--- src/rtl/ltsm_sb_pkg.sv ---
// Shared LTSM sideband definitions: SB message codes, arbiter state encoding,
// requester source IDs and the grant-pick helper.
package ltsm_sb_pkg;

    localparam int SB_MSG_W = 4;

    localparam logic [SB_MSG_W-1:0] SB_MSG_TRAINERROR_ENTRY_REQ  = 4'd15;
    localparam logic [SB_MSG_W-1:0] SB_MSG_TRAINERROR_ENTRY_RESP = 4'd14;

    typedef enum logic [1:0] {
        ARB_IDLE   = 2'd0,
        ARB_ISSUE  = 2'd1,
        ARB_ACCEPT = 2'd2,
        ARB_DONE   = 2'd3
    } arb_state_e;

    localparam logic SRC_TX = 1'b0;
    localparam logic SRC_RX = 1'b1;

    // On a tie the requester that was not served last wins; passing SRC_RX as
    // the last-served source yields fixed TX-over-RX priority.
    function automatic logic arb_pick(input logic tx_req, input logic rx_req,
                                      input logic last_src);
        if (tx_req && rx_req)
            return (last_src == SRC_TX) ? SRC_RX : SRC_TX;
        return tx_req ? SRC_TX : SRC_RX;
    endfunction

endpackage

--- src/rtl/sb_busy_edge_det.sv ---
// Registers the SB serializer busy flag and flags its rising/falling edges
// against the previous-cycle value.
module sb_busy_edge_det (
    input  logic i_clk,
    input  logic i_rst_n,
    input  logic busy_i,
    output logic rise_o,
    output logic fall_o
);

    logic busy_q;

    always_ff @(posedge i_clk or negedge i_rst_n) begin
        if (!i_rst_n) busy_q <= 1'b0;
        else          busy_q <= busy_i;
    end

    assign rise_o = busy_i & ~busy_q;
    assign fall_o = ~busy_i & busy_q;

endmodule

--- src/rtl/ltsm_sb_msg_arbiter.sv ---
// Single owner of the SB message-transmit port, shared by the TX and RX halves of an
// LTSM substate. Define LTSM_SB_ARB_RR_EN for round-robin instead of fixed TX>RX priority.
module ltsm_sb_msg_arbiter
    import ltsm_sb_pkg::*;
#(
    parameter int SB_MSG_WIDTH = 4
) (
    input  logic                    i_clk,
    input  logic                    i_rst_n,
    input  logic                    i_en,
    input  logic                    i_tx_req,
    input  logic [SB_MSG_WIDTH-1:0] i_tx_msg,
    input  logic                    i_rx_req,
    input  logic [SB_MSG_WIDTH-1:0] i_rx_msg,
    input  logic                    i_sb_busy,
    output logic                    o_sb_valid,
    output logic [SB_MSG_WIDTH-1:0] o_sb_msg,
    output logic                    o_sb_src,
    output logic                    o_tx_done,
    output logic                    o_rx_done
);

    arb_state_e              state_q, state_d;
    logic [SB_MSG_WIDTH-1:0] msg_q, msg_d;
    logic                    src_q, src_d;
    logic                    valid_q, tx_done_q, rx_done_q;
    logic                    hold_q;
    logic                    busy_rise, busy_fall;
    logic                    last_src, grant_src;

    sb_busy_edge_det u_busy_edge (
        .i_clk   (i_clk),
        .i_rst_n (i_rst_n),
        .busy_i  (i_sb_busy),
        .rise_o  (busy_rise),
        .fall_o  (busy_fall)
    );

`ifdef LTSM_SB_ARB_RR_EN
    logic last_q;

    // Pointer moves only on a completed send; an abort leaves it untouched.
    always_ff @(posedge i_clk or negedge i_rst_n) begin
        if (!i_rst_n)                          last_q <= SRC_RX;
        else if (i_en && state_q == ARB_DONE)  last_q <= src_q;
    end

    assign last_src = last_q;
`else
    assign last_src = SRC_RX;
`endif

    assign grant_src = arb_pick(i_tx_req, i_rx_req, last_src);

    always_comb begin
        state_d = state_q;
        msg_d   = msg_q;
        src_d   = src_q;
        if (!i_en) begin
            state_d = ARB_IDLE;
            msg_d   = '0;
            src_d   = SRC_TX;
        end else begin
            case (state_q)
                // hold_q masks the cycle right after DONE, while the served
                // requester may still be holding its request.
                ARB_IDLE: begin
                    if ((i_tx_req || i_rx_req) && !i_sb_busy && !hold_q) begin
                        state_d = ARB_ISSUE;
                        src_d   = grant_src;
                        msg_d   = (grant_src == SRC_RX) ? i_rx_msg : i_tx_msg;
                    end
                end
                ARB_ISSUE:  if (busy_rise) state_d = ARB_ACCEPT;
                ARB_ACCEPT: if (busy_fall) state_d = ARB_DONE;
                ARB_DONE:   state_d = ARB_IDLE;
                default:    state_d = ARB_IDLE;
            endcase
        end
    end

    always_ff @(posedge i_clk or negedge i_rst_n) begin
        if (!i_rst_n) begin
            state_q   <= ARB_IDLE;
            msg_q     <= '0;
            src_q     <= SRC_TX;
            valid_q   <= 1'b0;
            tx_done_q <= 1'b0;
            rx_done_q <= 1'b0;
            hold_q    <= 1'b0;
        end else begin
            state_q   <= state_d;
            msg_q     <= msg_d;
            src_q     <= src_d;
            valid_q   <= (state_d == ARB_ISSUE);
            tx_done_q <= (state_d == ARB_DONE) && (src_d == SRC_TX);
            rx_done_q <= (state_d == ARB_DONE) && (src_d == SRC_RX);
            hold_q    <= (state_q == ARB_DONE);
        end
    end

    assign o_sb_valid = valid_q;
    assign o_sb_msg   = msg_q;
    assign o_sb_src   = src_q;
    assign o_tx_done  = tx_done_q;
    assign o_rx_done  = rx_done_q;

endmodule
--- config.mk ---
export PLATFORM = sky130hd
export DESIGN_NAME = ltsm_sb_msg_arbiter
export DESIGN_NICKNAME = d
export VERILOG_FILES = /design/src/rtl/ltsm_sb_pkg.sv /design/src/rtl/sb_busy_edge_det.sv /design/src/rtl/ltsm_sb_msg_arbiter.sv
export SDC_FILE = /design/constraint.sdc
export NUM_CORES = 1
export LEC_CHECK = 0
export ABC_AREA = 1
export CORE_MARGIN = 2
export CORE_UTILIZATION = 40
export CTS_BUF_LIST = sky130_fd_sc_hd__clkbuf_4
export DETAILED_ROUTE_END_ITERATION = 12
export PLACE_DENSITY = 0.76
export SETUP_SLACK_MARGIN = 0.2
export SYNTH_ARGS = -nofsm -noshare
export SYNTH_HDL_FRONTEND = slang
export SYNTH_HIERARCHICAL = 1
export SYNTH_SLANG_ARGS = --single-unit
--- constraint.sdc ---
create_clock -name i_clk -period 1 [get_ports i_clk]
set_input_delay 0.1 -clock i_clk [delete_from_list [all_inputs] [get_ports i_clk]]
set_output_delay 0.1 -clock i_clk [all_outputs]
set_load 0.05 [all_outputs]
==> flow_summary.json <==
{
  "slew-limit-headroom": 0.8769,
  "synthesis.area_per_instance_sq_um": 10.05,
  "hold_path_class": "in2async",
  "run_status": "finished, violations left",
  "finalSetupViolations": 10,
  "cts_sinks": 12,
  "drv_slew": 0,
  "nNetsFinal": 106,
  "worst-slew-pin-transition_ns": 0.1844,
  "vdd_drop_max_mv": 0.8791,
  "routed-via-count": 516,
  "drive_gt1_frac": 0.4556,
  "initial_util": 0.4167,
  "die_width_um": 43.15,
  "die_footprint_sq_um": 1862,
  "htreeDepth": 1,
  "power.total_w": 0.001245,
  "synth_top_cell_area_share": 0.4898,
  "critical_path.slowest_cell": "sky130_fd_sc_hd__dfrtp_1",
  "yosysSeqAreaShare": 0.4898,
  "max_freq_mhz": 855.2,
  "io_pins": 22,
  "finalWorstPathRequiredPeriod_ns": 1.169,
  "detail_route.wirelength_um": 1404,
  "chipHeight_um": 43.15,
  "netlist-cell-type-count": 18,
  "core_area_sq_um": 1471,
  "io_buffers": 21,
  "tns_ns": -1.105,
  "final.hold.worst_slack_ns": 0.1283,
  "overflow": 0,
  "worst_skew_pair.late_latency_ns": 0.26,
  "power_per_cell_area_nw_per_um2": 1227,
  "wire_per_inst_um": 13.25,
  "grt_setup_unrepaired": "true",
  "clock_skew_ns": 0.0007822,
  "grt_usage": 0.1764,
  "cts_max_path_bufs": 2,
  "max_fanout_on_critical_path": 3,
  "final.period_utilization": 1.169,
  "synth.ff_latch_count": 12,
  "cp_data_arrival_time_ns": 1.33,
  "crit_type": "reg2reg",
  "simple_gate_share_of_the_synthesized_area": 0.2898,
  "critPathMostFrequentCell": "sky130_fd_sc_hd__nor2_4",
  "synth_xor_area_frac": 0,
  "drtPass1Iterations": 4,
  "tritoncts.num_buffers": 3,
  "required_ns": 1.16,
  "antenna_found_initial": 0,
  "worst_setup_path_end_kind": "flop",
  "crit_path_max_incr_delay_ns": 0.43,
  "finalWeightedCongestion": 0.7040,
  "cts_root_buffer": "sky130_fd_sc_hd__clkbuf_4",
  "ys_warn_count": 6,
  "grt_max_degree": 13,
  "fp_rows": 14,
  "reg2reg_depth": 6,
  "synth_mux_area_frac": 0.06531,
  "drv_cap": 0,
  "cp_cell_sequence": "nor2_4, buf_6, nor2_4, nand2_1, nand2_4, buf_4",
  "final-hold-violation-count": 0,
  "antenna-diode-count": 0,
  "finish.cell_count_without_fillers": 106,
  "least_setup_slack_across_all_paths_after_layout_ns": -0.1694,
  "detailedPlacementHpwl_um": 1006,
  "syn-instance-count": 61,
  "tritoncts": "done",
  "final_antenna_net_count": 0,
  "synthesized_area_fraction_occupied_by_adder_cells": 0,
  "route.detailed.vias_per_inst": 4.868,
  "synth.area.top_cells": "sky130_fd_sc_hd__dfrtp_1 (49%), sky130_fd_sc_hd__mux2i_1 (6.5%), sky130_fd_sc_hd__nand2_4 (5.5%), sky130_fd_sc_hd__nand3_1 (4.9%), sky130_fd_sc_hd__inv_1 (4.3%)",
  "synth_top_family_by_area": "simple AND/OR/NAND/NOR gates",
  "drt-initial-drc-count": 12,
  "route.detailed.drc": 0,
  "post_synthesis_compound_gate_area_fraction": 0.04898,
  "post_synth_instance_area_sq_um": 613.1,
  "area.growth.synth_to_final_pct": 65.51,
  "placed_cells_incl_taps": 99,
  "setup.worst_path.start_class": "flop",
  "first_pass_grt_wire_length_um": 2352,
  "worst_setup_hold_path_clk_slew_ns": 0.07,
  "synth.net_count": 75,
  "synth_top_cell_by_area": "sky130_fd_sc_hd__dfrtp_1",
  "failed_checks": "negative setup slack",
  "mostFrequentLayoutCells": "sky130_fd_sc_hd__dfrtp_1 (12), sky130_fd_sc_hd__clkdlybuf4s50_1 (12), sky130_fd_sc_hd__buf_12 (8)",
  "grt_pass1_vias": 499,
  "total_leakage_power_nw": 0.5037
}
==> final timing paths <==
check | start | end | slack [ns]
setup / recovery | state_q[1] | state_q[0] | -0.17
hold / removal | i_rst_n | hold_q | 0.13
setup reg to reg | state_q[1] | state_q[0] | -0.17
hold reg to reg | o_sb_msg[0] | o_sb_msg[0] | 0.58
max in group asynchronous | i_rst_n | o_sb_msg[0] | 0.72
min in group i_clk | i_sb_busy | u_busy_edge/busy_q | 0.17
==> report_power, final <==
part | total [W] | switching (W) | internal (W)
registers | 0.000546 | 0.0000308 | 0.000515
logic | 0.000421 | 0.000212 | 0.000209
clock network | 0.000278 | 0.000140 | 0.000139
==> sequential cells by signal, indices dropped and copies added (netlist names) <==
register,count
state_q,2
o_sb_valid,1
u_busy_edge/busy_q,1
o_sb_msg,4
o_sb_src,1
hold_q,1
o_rx_done,1
o_tx_done,1
==> cells in the mapped netlist <==
cell                      count
sky130_fd_sc_hd__a21oi_1      1
sky130_fd_sc_hd__buf_4        1
sky130_fd_sc_hd__buf_6        1
sky130_fd_sc_hd__dfrtp_1     12
sky130_fd_sc_hd__inv_1        7
sky130_fd_sc_hd__inv_2        2
sky130_fd_sc_hd__inv_4        2
sky130_fd_sc_hd__mux2i_1      4
sky130_fd_sc_hd__nand2_1      4
sky130_fd_sc_hd__nand2_2      3
sky130_fd_sc_hd__nand2_4      3
sky130_fd_sc_hd__nand3_1      6
sky130_fd_sc_hd__nand3_2      1
sky130_fd_sc_hd__nor2_1       4
sky130_fd_sc_hd__nor2_2       2
sky130_fd_sc_hd__nor2_4       2
sky130_fd_sc_hd__nor2_8       1
sky130_fd_sc_hd__o21ai_0      5
==> final cells by class <==
class,count,area [sq um]
repair buffers,28,345.3
multi-input cells,36,280.3
inverters,11,46.29
fillers,115,456.7
well taps,16,20.02
flip-flops and latches,12,300.3
clock buffers,3,22.52
==> timing repair <==
item                       CTS  global route
buffers inserted             3             1
pin swaps                    4             3
gates resized for setup      2             9
setup endpoints to repair   18            19
hold buffers                 0             0
==> through the flow <==
| stage | setup WS (ns) | utilization | instance area [sq um] |
|---|---|---|---|
| detailed placement | -0.4101 | 0.6386 | 939.7 |
| global route | -0.2202 | 0.6896 | 1015 |
| finish | -0.1694 | 0.6896 | 1015 |
| CTS | -0.1334 | 0.6684 | 983.4 |
| global placement | -0.3600 | 0.6386 | 939.7 |
| floorplan | -0.04765 | - | 625.6 |
==> per-layer routing <==
layer / wire length [um] / global-route usage
met3: 34 / 0.02979
met2: 761 / 0.2627
met1: 589 / 0.2358
met5: 0 / 0
met4: 19 / 0.1091
==> worst max-delay path, delay by kind of cell (launching register included) <==
family	cells	cell delay, ns
buffers and inverters	2	0.25
DFF	1	0.43
and+or+nand+nor	4	0.38
==> logic make-up (layout without fill, tap and decap cells) <==
kind of cell    after synthesis  count (layout)
compound gates                6               6
mux                           4               4
simple gates                 26              26
buf+inv                      13              42
flops                        12              12
(Power assumes the default switching activity.)
